`config.mk`:
```
export PLATFORM = sky130hd
export DESIGN_NAME = button_conditioner
export DESIGN_NICKNAME = d
export VERILOG_FILES = /design/src/rtl/tl_pkg.sv /design/src/rtl/btn_sync.sv /design/src/rtl/button_conditioner.sv
export SDC_FILE = /design/constraint.sdc
export NUM_CORES = 1
export LEC_CHECK = 0
export BUFFER_PORTS_ARGS = -buffer_cell sky130_fd_sc_hd__buf_2
export CORE_AREA = 5 5 48 50
export CTS_CLUSTER_SIZE = 14
export DETAILED_ROUTE_END_ITERATION = 7
export DIE_AREA = 0 0 53 55
export PLACE_DENSITY = 0.39
export REMOVE_ABC_BUFFERS = 1
export SYNTH_ARGS = -nofsm -noshare
export SYNTH_HDL_FRONTEND = slang
export SYNTH_SLANG_ARGS = --single-unit
```
`constraint.sdc`:
```
create_clock -name clk -period 1.15 [get_ports clk]
set_clock_uncertainty 0.2 [all_clocks]
set_input_delay 0.23 -clock clk [delete_from_list [all_inputs] [get_ports clk]]
set_output_delay 0.23 -clock clk [all_outputs]
set_load 0.05 [all_outputs]
```
`src/rtl/tl_pkg.sv`:
```
// Shared traffic-light types: the debounce state encoding is used by the
// button conditioner, the sequencer and the benches.
package tl_pkg;

    typedef enum logic [1:0] {
        LOW       = 2'd0,
        WAIT_HIGH = 2'd1,
        HIGH      = 2'd2,
        WAIT_LOW  = 2'd3
    } db_state_t;

endpackage

```
`src/rtl/btn_sync.sv`:
```
// Multi-flop synchroniser for the asynchronous button input.
module btn_sync #(
    parameter int SYNC_STAGES = 2
) (
    input  logic clk,
    input  logic rst,
    input  logic d,
    output logic q
);

    logic [SYNC_STAGES-1:0] r_chain;

    always_ff @(posedge clk) begin
        if (!rst) begin
            r_chain <= '0;
        end else begin
            r_chain <= {r_chain[SYNC_STAGES-2:0], d};
        end
    end

    assign q = r_chain[SYNC_STAGES-1];

endmodule

```
`src/rtl/button_conditioner.sv`:
```
// Synchronise, debounce and edge-detect the pedestrian button, then hold a
// sticky request until the consumer acknowledges it.
module button_conditioner
    import tl_pkg::*;
#(
    parameter int SYNC_STAGES     = 2,
    parameter int DEBOUNCE_CYCLES = 4
) (
    input  logic clk,
    input  logic rst,
    input  logic btn_raw,
    input  logic ack,
    output logic b,
    output logic press,
    output logic req,
    output logic overrun
);

    localparam int                CNT_W    = $clog2(DEBOUNCE_CYCLES + 1);
    localparam logic [CNT_W-1:0]  CNT_LAST = CNT_W'(DEBOUNCE_CYCLES - 1);

    logic             w_s;
    db_state_t        r_state;
    logic [CNT_W-1:0] r_cnt;

    btn_sync #(
        .SYNC_STAGES (SYNC_STAGES)
    ) u_sync (
        .clk (clk),
        .rst (rst),
        .d   (btn_raw),
        .q   (w_s)
    );

    always_ff @(posedge clk) begin
        if (!rst) begin
            r_state <= LOW;
            r_cnt   <= '0;
            b       <= 1'b0;
            press   <= 1'b0;
            req     <= 1'b0;
            overrun <= 1'b0;
        end else begin
            press <= 1'b0;
            case (r_state)
                LOW: begin
                    if (w_s) begin
                        r_state <= WAIT_HIGH;
                        r_cnt   <= CNT_W'(1);
                    end
                end
                WAIT_HIGH: begin
                    if (!w_s) begin
                        r_state <= LOW;
                        r_cnt   <= '0;
                    end else if (r_cnt == CNT_LAST) begin
                        r_state <= HIGH;
                        r_cnt   <= '0;
                        b       <= 1'b1;
                        press   <= 1'b1;
                    end else begin
                        r_cnt <= r_cnt + 1'b1;
                    end
                end
                HIGH: begin
                    if (!w_s) begin
                        r_state <= WAIT_LOW;
                        r_cnt   <= CNT_W'(1);
                    end
                end
                WAIT_LOW: begin
                    // A bounce back high returns to HIGH without a new press.
                    if (w_s) begin
                        r_state <= HIGH;
                        r_cnt   <= '0;
                    end else if (r_cnt == CNT_LAST) begin
                        r_state <= LOW;
                        r_cnt   <= '0;
                        b       <= 1'b0;
                    end else begin
                        r_cnt <= r_cnt + 1'b1;
                    end
                end
                default: begin
                    r_state <= LOW;
                    r_cnt   <= '0;
                    b       <= 1'b0;
                end
            endcase

            // A press landing on top of an ack keeps the request without flagging overrun.
            if (press) begin
                req <= 1'b1;
            end else if (ack) begin
                req <= 1'b0;
            end

            if (press && req && !ack) begin
                overrun <= 1'b1;
            end else if (ack) begin
                overrun <= 1'b0;
            end
        end
    end

endmodule

```
; ---- After elaboration in Yosys (flattened, before gate mapping)
; Cells that the tools add are included.
[word_totals]
reg_bits = 11
wordCells = 53
[classes]
n_eq_ne = 12
add_sub_neg = 1
n_mux = 22
n_reduce_logical = 11
[op_table]
columns = operator, n
row1 = $mux 3, 5
row2 = $mux 2, 6
row3 = $pmux 3 s4, 1
row4 = $mux 1, 8
row5 = $ne 2x2->1 const B, 4
row6 = $pmux 2 s4, 1
row7 = $reduce_bool 2->1, 3
row8 = $reduce_and 5->1, 1
row9 = $eq 2x2->1 const B, 2
row10 = $ne 2x1->1 const B, 2
row11 = $reduce_and 4->1, 1
row12 = $add 3x1->3 const B, 1
row13 = $eq 3x2->1 const B, 1
row14 = $ne 3x2->1 const B, 1
row15 = $ne 3x3->1 const B, 1
row16 = $reduce_and 3->1, 1
row17 = $eq 2x1->1 const B, 1
row18 = $logic_and 1x1->1, 2
row19 = $logic_not 2->1, 1
row20 = $pmux 1 s2, 1
row21 = $reduce_and 2->1, 1
row22 = $logic_not 1->1, 1

; ---- Longest topological paths before layout
[depth]
ltp_word = 4
depth_mapped = 4

; ---- By module
; Synthesis repeated with hierarchy kept, for this count alone.
[hier_totals]
cells_unflattened = 41
area_unflattened_um2 = 420.4
[by_module_without_submodules]
columns = module, cells_per_inst, area_each_um2, seq_area_each_um2, n_inst
row1 = button_conditioner, 37, 367.9, 180.2, 1
row2 = btn_sync, 4, 52.6, 40.0, 1

; ---- Worst setup path before layout
; No wires, ideal clock.
[synth_timing]
kind = register -> register
from = reg r_cnt[0]
to = reg r_cnt[1]
n_path_buf = 0
arrival_time_ps = 943
setup_ps = 115
setup_slack_ps = -107
path_stages_with_launch = 5
required_time_ps = 835
path_cell_list = dfxtp_1 ha_1 nor2b_1 nor3_2 o21a_1
[synth_between]
elab_chain_len = 4
elab_cells_between_ends = 6
cone_classes = 1 x add/sub / 1 x eq/ne / 4 x mux
[synth_lines]
columns = element, line
row1 = "start, declared", button_conditioner.sv:24  ; logic [CNT_W-1:0] r_cnt;
row2 = "start signal, assigned", button_conditioner.sv:62  ; r_cnt <= r_cnt + 1'b1;
row3 = "start signal, assigned", button_conditioner.sv:81  ; r_cnt <= r_cnt + 1'b1;
row4 = $add 3x1->3 / $eq 3x2->1 (equally long branches), n/a
row5 = $mux 3 *, "button_conditioner.sv:56, button_conditioner.sv:76"
row6 = $mux 3 (on tied branches), "button_conditioner.sv:73, button_conditioner.sv:53"
row7 = $pmux 3 s4 *, button_conditioner.sv:45  ; case (r_state)
; Every way passes the cells marked *; elsewhere a longest branch is shown, timed or not.
; A chain may end at the register's enable or synchronous reset.

; ---- Worst setup path in the final report
[layout_timing]
from = reg press
to = out press
[layout_lines]
columns = element, line
row1 = "start, declared", button_conditioner.sv:14  ; output logic press,
row2 = "start signal, assigned", button_conditioner.sv:40  ; press <= 1'b0;
row3 = "start signal, assigned", button_conditioner.sv:44  ; press <= 1'b0;
row4 = "start signal, assigned", button_conditioner.sv:60  ; press <= 1'b1;
; No word-level cell between the ends.

==> results.txt <==
met1 usage -> 8.08%
switching power -> 188 uW
synth-to-layout area growth -> 61.4%
Routed WL -> 864 um
Cell Area, Synth -> 432 um^2
first-pass GRT wire length -> 1500 um
worst r2r dst -> b
Worst path depth -> 1
1st-pass router iterations -> 3
sequential power share -> 52.4%
Setup crit end kind -> output pin
pre-CTS WS -> -0.180 ns
CP arrival -> 0.76 ns
Cells after Synth -> 44
Ports -> 8
diode count -> 0
Synth area leaders -> dfxtp_1 51%, nand2_1 3.5%, nand3b_1 3.5%, nor3b_1 3.5%, o21a_1 3.5%
main flop type after synthesis -> dfxtp_1
input/output buffers -> 7
Hold EP -> req
placed inst area -> 522 um^2
setup ws final -> -0.0416 ns
Post-synth EDFFs -> 0
Critical Path Source Type -> register
Site Rows -> 16
GPL Wtd Cong -> 0.625
Leak -> 0.000264 uW
met3 Use GR -> 4.02%
warnings from Yosys -> 0
Worst-path clk slew -> 0.07 ns
finished layout cell area -> 697 um^2
Synth cell types -> 22
Clk pwr share -> 34.3%
antenna-violating nets left -> 0
Pwr Total -> 766 uW
Tightest Pin Transition -> 0.175 ns
CTS tree -> built
Max Slew Vio Count -> 0
GR Overflow Total -> 0
crit path cell chain -> buf_8
Inserted Clock Buffers -> 3
final hold vios -> 0
largest net degree at the start of global routing -> 11
critical path class -> reg -> out
sequential area share after synthesis -> 51.0%
clock sinks -> 11
most frequent cell after synthesis -> dfxtp_1
initial antenna violation count -> 0
Rel. slew slack -> 88.4%
crit path launch -> press
CP max stage cell -> dfxtp_2
vias in the first global route -> 359
WL/cell -> 9.71 um
P_int -> 578 uW
CP delay by family, top -> flip-flops
share of layout cells above drive strength 1 -> 53.2%
top cells by count, synth -> 11 x dfxtp_1, 4 x nand2_1, 3 x nor2_1
Die Width -> 53 um
failing checks -> setup timing
Overall Global Routing Usage -> 7.50%
most used routing layer -> met2
root buffer cell -> clkbuf_4
Core Util, Final -> 37.4%
WP data required -> 0.72 ns
Final nets -> 68
WP buf/inv -> 1
delay of the slowest critical-path stage -> 0.35 ns
DR vias -> 367
Synth area leader -> dfxtp_1
Initial Utilization -> 23.2%
vias per std cell -> 4.12
Comb pwr share -> 13.3%
period utilization -> 104%
Worst Path Max Fanout -> 2
status -> complete, but fails checks
Min Clock Period, post-route -> 1.19 ns
R2R depth -> 4
P per Cell Area -> 1100 mW/mm^2
detailed-route DRC error count -> 0
hold path depth -> 2
die height -> 55 um
Fmax -> 839 MHz
# setup viols final -> 7
Max clock buf depth -> 2
unrepaired setup endpoints after global routing -> yes
number of H-tree levels -> 1
reg-to-reg setup timing slack -> -0.04 ns
top-area cell type share of the netlist area -> 51.0%
syn avg cell area -> 9.81 um^2
Clock Latency Late Sink -> 0.27 ns
fraction of registers with async set/reset -> 0%
FF+latch count, synth -> 11
M2 GR Usage -> 12.0%
First DRT Iteration DRCs -> 3
R2R Path Start -> r_cnt[1]
HP Start -> rst
max_cap viols -> 0
switching share of power -> 24.5%
VDD IR-drop max -> 0.736 mV
Core Box Area -> 0.00186 mm^2
die area -> 0.00292 mm^2
Hold WC Path Type -> in -> reg
[power by group through the flow]
stage | Sequential (uW) | Clock (uW) | Combinational, uW
4_1_cts | 404 | 280 | 101
3_3_place_gp | 410 | 0 | 71.6
3_5_place_dp | 409 | 0 | 71.6
6_report | 401 | 262 | 102
5_1_grt | 403 | 299 | 112
2_1_floorplan | 431 | 0 | 20.4
[registers in the layout, summed over array words and instances, names as in the netlist, named ones only]
name and cells:
b 1, overrun 1, u_sync.r_chain 2, press 1
req 1, r_cnt 3, r_state 1
[worst max path at each step]
stage,endpoint,slack [ns]
2_1_floorplan,r_cnt[1],-0.11
3_3_place_gp,register,-0.14
3_5_place_dp,register,-0.18
4_1_cts,press,-0.06
5_1_grt,b,-0.14
6_report,press,-0.04
[through the flow]
stage,setup TNS [ns],instances,hold WS [ns]
6_report,-0.232,89,0.0707
5_1_grt,-0.771,89,0.0693
4_1_cts,-0.306,89,0.0615
3_5_place_dp,-0.737,80,0.217
3_3_place_gp,-0.668,80,0.217
2_1_floorplan,-0.394,42,0.106
[area by class of cell]
cell class	count	area, um^2
multi-input combinational	31	258
clock buffer	4	26.3
tap	27	33.8
fill	185	1160
sequential	11	235
timing repair buffer	16	144
[placed cells by master (no fill, tap or decap), drive strengths merged, types with 2 or more instances in the layout]
cell / n
clkbuf: 4
nor2: 3
o21a: 2
buf: 14
nor3b: 2
and2: 2
a21oi: 2
dfxtp: 11
nor2b: 2
dlygate4sd3: 2
nand2: 4
nand2b: 2
nand3b: 2
[per-layer routing]
layer / up-vias / share of wire, %
met4: 0 / 1.0
li1: 186 / -
met1: 172 / 48
met3: 2 / 5.7
met2: 7 / 45
met5: - / 0
[logic make-up after synthesis]
family          share of synthesized area (%)
flops                                    51.0
compound gates                           14.8
simple gates                             25.2
fa+ha+maj                                2.90
xor+xnor                                 4.06
buf+inv                                  2.03
[timing repair]
item	4_1_cts	5_1_grt
pin swaps	5	3
endpoints found under the hold margin	2	0
gates resized for setup	27	5
endpoints found under the setup margin	11	11
hold buffers	2	0
buffers inserted	3	0
Note: power is estimated with default switching activity, not from simulation.
